## config.mk

```make
export PLATFORM = sky130hd
export DESIGN_NAME = mult_pipe_sched_flat
export DESIGN_NICKNAME = d
export VERILOG_FILES = /design/src/rtl/mult_pipe_sched_if.sv /design/src/rtl/mult_pipe_sched.sv /design/src/flat_wrapper.sv
export SDC_FILE = /design/constraint.sdc
export NUM_CORES = 1
export LEC_CHECK = 0
export CORE_ASPECT_RATIO = 0.8
export CORE_MARGIN = 2
export CORE_UTILIZATION = 39
export CTS_CLUSTER_SIZE = 28
export DETAILED_ROUTE_END_ITERATION = 6
export PLACE_DENSITY = 0.77
export SYNTH_ARGS = -nofsm -noshare
export SYNTH_HDL_FRONTEND = slang
export SYNTH_SLANG_ARGS = --single-unit
export TNS_END_PERCENT = 30
```

## constraint.sdc

```tcl
create_clock -name clk -period 2 [get_ports clk]
set_input_delay 0.4 -clock clk [delete_from_list [all_inputs] [get_ports clk]]
set_output_delay 0.4 -clock clk [all_outputs]
set_load 0.05 [all_outputs]
```

## src/rtl/mult_pipe_sched_if.sv

```systemverilog
// Requester-side bundle of the shared-multiplier scheduler: request/operand lanes,
// one-hot grant and the tagged response strobe.
interface mult_pipe_sched_if #(
  parameter int NREQ = 4,
  parameter int IDW  = 2
);
  logic [NREQ-1:0]   req;
  logic [8*NREQ-1:0] a_in;
  logic [8*NREQ-1:0] b_in;
  logic [NREQ-1:0]   gnt;
  logic              rsp_valid;
  logic [IDW-1:0]    rsp_id;
  logic [15:0]       rsp_data;

  modport master (
    output req, a_in, b_in,
    input  gnt, rsp_valid, rsp_id, rsp_data
  );

  modport slave (
    input  req, a_in, b_in,
    output gnt, rsp_valid, rsp_id, rsp_data
  );
endinterface

```

## src/rtl/mult_pipe_sched.sv

```systemverilog
// Round-robin scheduler sharing one fixed-latency pipelined 8x8 multiplier among NREQ
// requesters; a tag pipe matched to the multiplier latency routes each product back.
module mult_pipe_sched #(
  parameter int NREQ    = 4,
  parameter int IDW     = 2,
  parameter int LATENCY = 8
) (
  input  logic                        clk,
  input  logic                        rst,
  input  logic                        en_i,
  mult_pipe_sched_if.slave            bus,
  output logic [7:0]                  mul_n1_o,
  output logic [7:0]                  mul_n2_o,
  input  logic [15:0]                 mul_result_i,
  output logic [$clog2(LATENCY+2):0]  in_flight_o,
  output logic                        idle_o
);

  localparam int IFW = $clog2(LATENCY+2) + 1;
  localparam logic [IDW-1:0] LAST_RST = IDW'(NREQ - 1);

  logic [IDW-1:0]  last_q, last_d;
  logic [IDW-1:0]  cand_id [NREQ];
  logic [NREQ-1:0] cand_req;
  logic            win_valid;
  logic [IDW-1:0]  win_id;

  logic [7:0]      n1_q, n1_d;
  logic [7:0]      n2_q, n2_d;

  logic [LATENCY:0] tag_v_q, tag_v_d;
  logic [IDW-1:0]   tag_id_q [LATENCY+1];

  logic            rsp_valid_q, rsp_valid_d;
  logic [IDW-1:0]  rsp_id_q, rsp_id_d;
  logic [15:0]     rsp_data_q, rsp_data_d;
  logic [IFW-1:0]  in_flight_q, in_flight_d;

  // Candidate k is the requester k+1 places after the last winner.
  genvar gi;
  generate
    for (gi = 0; gi < NREQ; gi++) begin : g_rot
      assign cand_id[gi]  = IDW'((int'(last_q) + gi + 1) % NREQ);
      assign cand_req[gi] = bus.req[cand_id[gi]];
    end
  endgenerate

  always_comb begin
    win_valid = 1'b0;
    win_id    = '0;
    for (int k = NREQ - 1; k >= 0; k--) begin
      if (cand_req[k]) begin
        win_valid = 1'b1;
        win_id    = cand_id[k];
      end
    end
    if (!en_i || rst) begin
      win_valid = 1'b0;
      win_id    = '0;
    end
  end

  always_comb begin
    bus.gnt = '0;
    if (win_valid) begin
      bus.gnt[win_id] = 1'b1;
    end
  end

  always_comb begin
    last_d = last_q;
    n1_d   = n1_q;
    n2_d   = n2_q;
    if (win_valid) begin
      last_d = win_id;
      n1_d   = bus.a_in[{win_id, 3'b000} +: 8];
      n2_d   = bus.b_in[{win_id, 3'b000} +: 8];
    end
  end

  // The multiplier never stalls, so the tag pipe shifts every cycle.
  assign tag_v_d = {tag_v_q[LATENCY-1:0], win_valid};

  always_comb begin
    rsp_valid_d = tag_v_q[LATENCY];
    rsp_id_d    = rsp_id_q;
    rsp_data_d  = rsp_data_q;
    if (tag_v_q[LATENCY]) begin
      rsp_id_d   = tag_id_q[LATENCY];
      rsp_data_d = mul_result_i;
    end
  end

  always_comb begin
    in_flight_d = in_flight_q;
    unique case ({win_valid, rsp_valid_q})
      2'b10:   in_flight_d = in_flight_q + IFW'(1);
      2'b01:   in_flight_d = in_flight_q - IFW'(1);
      default: in_flight_d = in_flight_q;
    endcase
  end

  always_ff @(posedge clk or posedge rst) begin
    if (rst) begin
      last_q      <= LAST_RST;
      n1_q        <= '0;
      n2_q        <= '0;
      tag_v_q     <= '0;
      rsp_valid_q <= 1'b0;
      rsp_id_q    <= '0;
      rsp_data_q  <= '0;
      in_flight_q <= '0;
    end else begin
      last_q      <= last_d;
      n1_q        <= n1_d;
      n2_q        <= n2_d;
      tag_v_q     <= tag_v_d;
      rsp_valid_q <= rsp_valid_d;
      rsp_id_q    <= rsp_id_d;
      rsp_data_q  <= rsp_data_d;
      in_flight_q <= in_flight_d;
    end
  end

  generate
    for (gi = 0; gi <= LATENCY; gi++) begin : g_tag
      if (gi == 0) begin : g_head
        always_ff @(posedge clk or posedge rst) begin
          if (rst) begin
            tag_id_q[0] <= '0;
          end else begin
            tag_id_q[0] <= win_id;
          end
        end
      end else begin : g_body
        always_ff @(posedge clk or posedge rst) begin
          if (rst) begin
            tag_id_q[gi] <= '0;
          end else begin
            tag_id_q[gi] <= tag_id_q[gi-1];
          end
        end
      end
    end
  endgenerate

  assign mul_n1_o      = n1_q;
  assign mul_n2_o      = n2_q;
  assign bus.rsp_valid = rsp_valid_q;
  assign bus.rsp_id    = rsp_id_q;
  assign bus.rsp_data  = rsp_data_q;
  assign in_flight_o   = in_flight_q;
  assign idle_o        = (in_flight_q == '0) && !win_valid;

endmodule

```

## src/flat_wrapper.sv

```systemverilog
// flat-port wrapper written by rule: the top's interface ports become plain ports
module mult_pipe_sched_flat 
#(
  parameter int NREQ    = 4,
  parameter int IDW     = 2,
  parameter int LATENCY = 8
)
  (clk, rst, en_i, mul_n1_o, mul_n2_o, mul_result_i, in_flight_o, idle_o, bus_req, bus_a_in, bus_b_in, bus_gnt, bus_rsp_valid, bus_rsp_id, bus_rsp_data);
  mult_pipe_sched_if #(.NREQ(NREQ), .IDW(IDW)) bus_i ();
  input  logic clk;
  input  logic rst;
  input  logic en_i;
  output logic [7:0] mul_n1_o;
  output logic [7:0] mul_n2_o;
  input  logic [15:0] mul_result_i;
  output logic [$clog2(LATENCY+2):0] in_flight_o;
  output logic idle_o;
  input wire logic [$bits(bus_i.req)-1:0] bus_req;
  input wire logic [$bits(bus_i.a_in)-1:0] bus_a_in;
  input wire logic [$bits(bus_i.b_in)-1:0] bus_b_in;
  output wire logic [$bits(bus_i.gnt)-1:0] bus_gnt;
  output wire logic [$bits(bus_i.rsp_valid)-1:0] bus_rsp_valid;
  output wire logic [$bits(bus_i.rsp_id)-1:0] bus_rsp_id;
  output wire logic [$bits(bus_i.rsp_data)-1:0] bus_rsp_data;
  assign bus_i.req = bus_req;
  assign bus_i.a_in = bus_a_in;
  assign bus_i.b_in = bus_b_in;
  assign bus_gnt = bus_i.gnt;
  assign bus_rsp_valid = bus_i.rsp_valid;
  assign bus_rsp_id = bus_i.rsp_id;
  assign bus_rsp_data = bus_i.rsp_data;
  mult_pipe_sched #(.NREQ(NREQ), .IDW(IDW), .LATENCY(LATENCY)) u_core (.clk(clk), .rst(rst), .en_i(en_i), .bus(bus_i), .mul_n1_o(mul_n1_o), .mul_n2_o(mul_n2_o), .mul_result_i(mul_result_i), .in_flight_o(in_flight_o), .idle_o(idle_o));
endmodule
```

## Word-level counts from Yosys, hierarchy flattened

Index checks and enable logic that the tools add are counted.

| storage, ports and cells | value |
|---|---|
| output and inout port bits | 45 |
| register bits | 69 |

| cells by class | value |
|---|---|
| $add $sub $neg | 8 |
| shifts and indexed selects | 2 |
| multiplexer cells | 22 |
| equal/unequal tests | 2 |
| order comparisons | 6 |
| reduce and logical (&&, ||, !) cells | 7 |

Operators by type and width:

| kind | number |
|---|---|
| indexed part select 32 x 6 -> 8 bit | 2 |
| less-than comparator 2 x 3 -> 1 bit, second input constant | 5 |
| adder 2 bit, second input constant | 5 |
| two-way mux 1 bit | 10 |
| two-way mux 2 bit | 5 |
| one-hot mux 5 bit (2 select lines) | 1 |
| binary-select mux 1 bit (select 2 bit) | 4 |
| adder 5 x 1 -> 5 bit, second input constant | 1 |
| logical NOT 5 bit | 1 |
| subtractor 5 x 1 -> 5 bit, second input constant | 1 |
| two-way mux 4 bit | 1 |
| adder 2 x 1 -> 2 bit, second input constant | 1 |
| demux 1 bit (select 2 bit) | 1 |
| == test 2 x 1 -> 1 bit, second input constant | 1 |
| == test 2 bit, second input constant | 1 |
| >= comparator 2 x 1 -> 1 bit, second input constant | 1 |
| logical AND 1 bit | 2 |
| logical NOT 1 bit | 2 |
| nonzero test 2 bit | 1 |
| logical OR 1 bit | 1 |

## Logic depth before layout (Yosys ltp)

Gate-level depths: netlist (run 1).

| logic depth | value |
|---|---|
| depth in word-level cells | 14 |
| depth in mapped cells | 11 |
| gate-level depth less buffers | 10 |

## Worst setup path before layout (run 1)

OpenSTA, ideal clock, no wires.

| timing path | value |
|---|---|
| path kind | reg2out |
| from | register u_core.last_q[1] |
| to | output bus_gnt[0] |
| path buffers | 1 |
| stages on the path, launching flop included | 7 |
| slack | -861 ps |
| arrival | 2461 ps |
| path through | dfstp_2 -> nand2_1 -> o31a_2 -> o211ai_4 -> buf_2 -> inv_1 -> nor3_1 |

| on the way | value |
|---|---|
| cells in the longest elaborated chain, start to end | 14 |
| elaborated cells on any way between the ends | 30 |

Ends and longest elaborated chain:

| item | line | text |
|---|---|---|
| start: declaration | mult_pipe_sched.sv:22 | `logic [IDW-1:0] last_q, last_d;` |
| start signal: assignment | mult_pipe_sched.sv:114 | `last_q <= last_d;` |
| adder 2 bit (2 in series) | mult_pipe_sched.sv:43 | `assign cand_id[gi] = IDW'((int'(last_q) + gi + 1) % NREQ);` |
| binary-select mux 1 bit (select 2 bit) | mult_pipe_sched.sv:44 | `assign cand_req[gi] = bus.req[cand_id[gi]];` |
| two-way mux 1 bit (not written as such) | mult_pipe_sched.sv:44 |  |
| two-way mux 2 bit (3 in series) | mult_pipe_sched.sv:52 | `if (cand_req[k]) begin` |
| two-way mux 2 bit * | mult_pipe_sched.sv:52 |  |
| two-way mux 2 bit * | mult_pipe_sched.sv:57 | `if (!en_i \|\| rst) begin` |
| via u_core.win_id[0] | mult_pipe_sched.sv:26 | `logic [IDW-1:0] win_id;` |
| less-than comparator 2 x 3 -> 1 bit (not written as such) / >= comparator 2 x 1 -> 1 bit (equally long branches) | mult_pipe_sched.sv:66 | `bus.gnt[win_id] = 1'b1;` |
| logical AND 1 bit (not written as such) | mult_pipe_sched.sv:66 |  |
| two-way mux 1 bit (not written as such) | mult_pipe_sched.sv:66 |  |
| demux 1 bit (select 2 bit) * | n/a |  |
| two-way mux 4 bit * | mult_pipe_sched.sv:65 | `if (win_valid) begin` |
| end: declaration | flat_wrapper.sv:21 | `output wire logic [$bits(bus_i.gnt)-1:0] bus_gnt;` |

The timed path passes the listed nets; every way through them passes the cells marked *. The select of a mux whose other input is x is not followed.

## Worst setup path in the final report (run 1)

| timing path | value |
|---|---|
| from | register u_core.last_q[0] |
| to | output bus_gnt[0] |

| on the way | value |
|---|---|
| cells in the longest elaborated chain, start to end | 14 |
| elaborated cells on any way between the ends | 30 |

Ends and longest elaborated chain:

| item | line |
|---|---|
| adder 2 bit (2 in series) | mult_pipe_sched.sv:43 |
| binary-select mux 1 bit (select 2 bit) | mult_pipe_sched.sv:44 |
| two-way mux 1 bit (not written as such) | mult_pipe_sched.sv:44 |
| two-way mux 2 bit (4 in series) | mult_pipe_sched.sv:52 |
| two-way mux 2 bit | mult_pipe_sched.sv:57 |
| less-than comparator 2 x 3 -> 1 bit (not written as such) / >= comparator 2 x 1 -> 1 bit (equally long branches) | mult_pipe_sched.sv:66 |
| logical AND 1 bit (not written as such) | mult_pipe_sched.sv:66 |
| two-way mux 1 bit (not written as such) | mult_pipe_sched.sv:66 |
| demux 1 bit (select 2 bit) | n/a |
| two-way mux 4 bit * | mult_pipe_sched.sv:65 |

Mark *: on every way between the ends. The rest lies on a longest branch, timed or not. The select of a mux whose other input is x is not followed.

==> impl_metrics.toml, run 1 <==
[power]
leakagePower_nw = 2.37
ir_drop_v = 0.000817
pwr_density_cell_nw_per_um2 = 1030

[place]
portBuffers = 131
placedCellCount = 521
hpwlAfterDp_mm = 6.80
gp_congestion = 0.836

[clocking]
cts-htree-levels = 3
clk_pin_slew_ns = 0.08
clock-root-buffer = "clkbuf_8"
cts_tree = "yes"
numCtsBuffers = 9
cts_sinks = 69
clk_path_buf_depth = 2
hold_buffers = 0
insertion_delay_ns = 0.34

[logic_synthesis]
seq_area_frac_synth_pct = 53.5
yosys.area.top_type_share_pct = 51.9
syn_nets = 358
netlist_instances = 267
ys_seq_elements = 69
synth.distinct_cells = 41
synth.area.top_cells = "dfrtp_1 52%, a221oi_2 9.3%, mux2_2 6.6%"
ys.warnings.count = 0
synth_area_leader_cell = "dfrtp_1"
postSynthAreaPerCell_sq_um = 12.1
syn_area_sq_um = 3230

[global_route]
grt-busiest-layer = "met2"
grt_max_degree = 47
first_global_vias = 3040
use_met2_pct = 34.8
use_met1_pct = 29.7
grt-ovfl-total = 0
grt_first_pass_wirelength_mm = 15.5
antenna_found_initial = 0
grt.met3_usage_pct = 7.45
track_usage_pct = 22.1

[sta]
slew_violations = 0
period_minus_slack_ns = 2.31
fin_tns_setup_ns = -1.37
final-hold-violation-count = 0
rsz0062_at_grt = "true"
skew_ns = 0.00671
finalWorstSetupSlack_ns = -0.312
worst_pin_slew_ns = 0.749
finalSetupViolations = 7
period_share_pct = 116
fmax_mhz = 432
relSlewSlack_pct = 50.1

[route]
routedWlPerCell_um = 17.4
first_pass_iters = 4
vias = 2809
wl_mm = 9.46
drc = 0
ant_nets = 0
drt_iter0_drc = 115
viasPerCell = 5.17

[cells_and_area]
drive_above_1_share_pct = 34.7
layout_commonest_cell = "clkdlybuf4s50_1"
layout_common_cells = "113 x clkdlybuf4s50_1, 66 x dfrtp_1, 35 x buf_4"
antennaDiodeCount = 0
register_area_sq_um = 1730
multi_input_area_sq_um = 1580
syn_to_final_growth_pct = 68.7
n_fill_cell = 591
nets = 521
stdcell_count = 543

[run_status]
violations = "negative setup slack"
status = "finished, violations left"

[floorplan]
fp.dieW_um = 106
coreArea_sq_um = 7980
dieHeight_um = 85.4
initial_core_util_pct = 40.5
ios = 132
rows = 29
dieArea_sq_um = 9040

[worst_setup_path]
path_class = "reg2out"
critical-path-top-delay-family = "flip-flops"
cp-start-kind = "flop"
slowest_stage = "dfstp_2"
crit_chain = "nand2b_4 > a21oi_2 > o311ai_4 > inv_2 > nor3_4 > buf_12"
crit_arrival_ns = 1.91
cp_max_fo = 3
cp_num_buf_inv = 2
required_ns = 1.60
slowest_delay_ns = 0.56
cp-end-kind = "output port"

[worst_hold_path]
hp-class = "reg2reg"

[flow_run]
maxCapViolCount = 0
## area by class of cell
cell class                 count  area share, %
sequential                    69           31.7
tap                          108           2.48
clock inverter                 7           1.33
multi-input combinational    169           29.0
clock buffer                   9           2.27
timing repair buffer         174           32.6
inverter                       7          0.550
## repair_timing
action                     4_1_cts  5_1_grt
hold endpoints to repair         0        0
setup endpoints to repair       25       22
gates resized for setup         33       17
pin swaps                       16       11
buffers inserted                 5        1
gates cloned                     0        0
## where the power goes
part | internal [mW] | total (mW) | switching [mW]
Clock | 0.580 | 1.14 | 0.557
Combinational | 1.11 | 2.65 | 1.53
Sequential | 1.66 | 1.83 | 0.169
## stage by stage
step	total power [mW]	hold slack [ns]	utilization [%]	cell area [sq um]	worst slack (ns)
final	5.62	0.349	68.3	5460	-0.312
after global routing	5.93	0.350	68.3	5460	-0.405
after CTS	5.58	0.350	66.8	5340	-0.311
after detailed placement	4.33	0.335	62.9	5020	-0.794
after global placement	4.28	0.332	62.9	5020	-0.699
after floorplan	3.39	0.331	-	3340	-0.481
## Yosys cell counts, drive strengths merged
master / n
a211o: 1
a21boi: 1
a21o: 1
a21oi: 4
a221oi: 32
a22oi: 1
a31o: 1
a31oi: 17
and2: 1
and3: 16
buf: 16
clkbuf: 6
dfrtp: 67
dfstp: 2
ha: 4
inv: 7
mux2: 19
mux2i: 1
nand2: 21
nand2b: 4
nor2: 21
nor2b: 2
nor3: 2
nor3b: 1
o211ai: 1
o21a: 1
o21ai: 2
o22a: 1
o22ai: 2
o311ai: 1
o31a: 1
o31ai: 1
or2: 2
or4: 1
xnor2: 2
xor2: 4
## cells by family (layout without fill, tap and decap cells)
kind of cell | Yosys count | after routing | synth area share (%)
simple gates | 71 | 71 | 10.5
compound gates | 68 | 68 | 20.7
xor+xnor | 6 | 6 | 1.63
buf+inv | 29 | 197 | 5.19
fa+ha+maj | 4 | 4 | 1.55
mux | 20 | 20 | 6.93
flops | 69 | 69 | 53.5
## worst paths after layout
| path | from | end | slack (ns) | cells after the start |
|---|---|---|---|---|
| max | u_core.last_q[0]$_DFFE_PP1P_ | bus_gnt[0] | -0.31 | 6 |
| min | u_core.tag_id_q[7]$_DFF_PP0_ | u_core.tag_id_q[5]$_DFF_PP0_ | 0.35 | 0 |
| max reg2reg | u_core.bus.rsp_valid$_DFF_PP0_ | u_core.in_flight_o[4]$_DFFE_PP0P_ | -0.01 | 8 |
| min reg2reg | u_core.tag_id_q[7]$_DFF_PP0_ | u_core.tag_id_q[5]$_DFF_PP0_ | 0.35 | 0 |
| max in group asynchronous | rst | u_core.last_q[0]$_DFFE_PP1P_ | 1.24 | 4 |
| min in group asynchronous | rst | u_core.bus.rsp_valid$_DFF_PP0_ | 0.42 | 4 |
## state kept, by name, indices dropped and copies added (netlist names)
| name | count |
|---|---|
| u_core.bus.rsp_valid | 1 |
| u_core.mul_n2_o | 8 |
| u_core.mul_n1_o | 8 |
| u_core.bus.rsp_data | 16 |
| u_core.tag_v_q | 9 |
| u_core.last_q | 2 |
| u_core.tag_id_q | 18 |
| u_core.bus.rsp_id | 2 |
| u_core.in_flight_o | 5 |
## metal layers
metal  share of wire [%]  wire length [um]
met3                 6.9               650
met1                  44              4180
met4                0.31                29
met2                  49              4600
met5                   0                 0
No activity file was read; power rests on OpenSTA's default activity.
==> inputs of run 2 (changes only) <==
--- a/config.mk
+++ b/config.mk
@@ -5,7 +5,7 @@
 export SDC_FILE = /design/constraint.sdc
 export NUM_CORES = 1
 export LEC_CHECK = 0
-export CORE_ASPECT_RATIO = 0.8
+export CORE_ASPECT_RATIO = 2
 export CORE_MARGIN = 2
 export CORE_UTILIZATION = 39
 export CTS_CLUSTER_SIZE = 28
==> run 2 against run 1 <==
Compared with the run above:
- the flow still finishes with violations (negative setup slack)
- non-clock buffer count rose by 11
- cell count rose by 0.18%
- setup slack got worse by 0.038 ns
- clock power rose by 31%
- count of clock-buffer cells in the layout did not move
- largest power group unchanged
- utilization rose by 0.88 points
- largest cell class unchanged
- highest routed layer unchanged
- sequential share of layout area fell by 1.1 points
- global-route usage rose by 2.4 points
==> impl_metrics.toml, run 2 (synthesis results as in run 1) <==
[worst_setup_path]
crit_arrival_ns = 1.95
cp-end-kind = "output port"
crit_chain = "nand2_2 > o31a_4 > o211ai_4 > inv_2 > buf_6 > nor2_4 > buf_12"
slowest_stage = "dfstp_2"
slowest_delay_ns = 0.62
path_class = "reg2out"
r2r-start = "u_core.last_q[0]$_DFFE_PP1P_"
worstRegToRegCells = 9
cp-start-kind = "flop"
required_ns = 1.60
rrSetupSlack_ns = -0.15
cp_max_fo = 6
r2r-end = "u_core.mul_n2_o[4]$_DFFE_PP0P_"

[sta]
period_share_pct = 118
hold_slack_ns = 0.308
skew_ns = 0.00422
finalWorstSetupSlack_ns = -0.350
slew_violations = 0
fin_tns_setup_ns = -2.42
rsz0062_at_grt = "true"
final-hold-violation-count = 0
period_minus_slack_ns = 2.35
fmax_mhz = 425
finalSetupViolations = 22
relSlewSlack_pct = 49.3
worst_pin_slew_ns = 0.761

[place]
hpwlAfterDp_mm = 7.49
place_ws_ns = -0.789
portBuffers = 131
placedCellCount = 516
gp_congestion = 0.812
placed_cell_area_sq_um = 5040

[route]
viasPerCell = 5.45
first_pass_iters = 4
vias = 2966
drt_iter0_drc = 172
wl_mm = 10.3
ant_nets = 0
drc = 0
routedWlPerCell_um = 18.9

[cells_and_area]
antennaDiodeCount = 0
syn_to_final_growth_pct = 75.0
n_fill_cell = 609
multi_input_area_sq_um = 1620
stdcell_count = 544
largest_reg_flops = 18
drive_above_1_share_pct = 37.9
nets = 532
layout_common_cells = "114 x clkdlybuf4s50_1, 66 x dfrtp_1, 46 x buf_4"
top_register = "u_core.tag_id_q"
register_area_sq_um = 1730
layout_commonest_cell = "clkdlybuf4s50_1"
post-route-util_pct = 69.2
final_design_area_no_fill_sq_um = 5660

[clocking]
insertion_delay_ns = 0.33
cts_tree = "yes"
hold_buffers = 0
clk_pin_slew_ns = 0.06
cts_sinks = 69
clock-root-buffer = "clkbuf_16"
numCtsBuffers = 9
clk_path_buf_depth = 2
cts-htree-levels = 3

[floorplan]
fp.dieW_um = 68.4
dieHeight_um = 133
rows = 47
dieArea_sq_um = 9080
ios = 132
initial_core_util_pct = 39.6
coreArea_sq_um = 8170

[power]
clockPowerShare_pct = 24.4
switchingPower_mw = 2.41
pwr-share-comb_pct = 45.1
switching_share_pct = 39.5
leakagePower_nw = 2.46
p_total_mw = 6.09
p_seq_share_pct = 30.5
pwr_density_cell_nw_per_um2 = 1080
ir_drop_v = 0.000590
intPower_mw = 3.69

[run_status]
violations = "negative setup slack"
status = "finished, violations left"

[flow_run]
maxCapViolCount = 0

[global_route]
first_global_vias = 3280
track_usage_pct = 24.4
grt_max_degree = 35
antenna_found_initial = 0
grt_first_pass_wirelength_mm = 16.3
grt-ovfl-total = 0

[worst_hold_path]
hp-class = "in2async"
run 2: area by class of cell:
cell class | count | share of cell area, %
sequential | 69 | 30.6
clock inverter | 7 | 1.04
clock buffer | 9 | 3.98
timing repair buffer | 185 | 33.1
tap | 98 | 2.17
multi-input combinational | 169 | 28.6
inverter | 7 | 0.531
run 2: worst max-delay path, delay by kind of cell, from the launching register on:
kind	cells	cell delay, ns
compound gates	2	0.42
buf+inv	3	0.37
simple gates	2	0.20
flops	1	0.62
run 2: worst max-delay path by stage:
stage                                                    to  cells past startpoint  slack [ns]                    startpoint
after global routing                             bus_gnt[0]                      6       -0.42  u_core.last_q[0]$_DFFE_PP1P_
after detailed placement  u_core.in_flight_o[4]$_DFFE_PP0P_                     11       -0.79                    bus_req[1]
after CTS                                        bus_gnt[0]                      6       -0.36  u_core.last_q[1]$_DFFE_PP1P_
after floorplan           u_core.in_flight_o[4]$_DFFE_PP0P_                     11       -0.48                    bus_req[1]
final                                            bus_gnt[2]                      7       -0.35  u_core.last_q[1]$_DFFE_PP1P_
after global placement    u_core.in_flight_o[4]$_DFFE_PP0P_                     11       -0.72                    bus_req[1]
run 2: repair_timing:
action / 4_1_cts / 5_1_grt
endpoints found under the setup margin: 25 / 24
gates resized for setup: 42 / 18
pin swaps: 14 / 16
buffers inserted: 10 / 3
run 2: power groups by stage:
stage	Sequential (mW)	Clock, mW	Combinational [mW]
5_1_grt	1.89	1.58	2.90
3_5_place_dp	1.89	0	2.47
3_3_place_gp	1.88	0	2.42
4_1_cts	1.86	1.51	2.64
2_1_floorplan	2.55	0	0.836
6_report	1.86	1.49	2.74
run 2: routing by layer:
metal / part of all wire [%] / global-route usage (%) / up-vias
li1: - / - / 1342
met1: 32 / 23.6 / 1449
met2: 56 / 42.3 / 123
met3: 4.7 / 5.10 / 52
met4: 7.2 / 18.7 / 0
met5: 0 / 0 / -
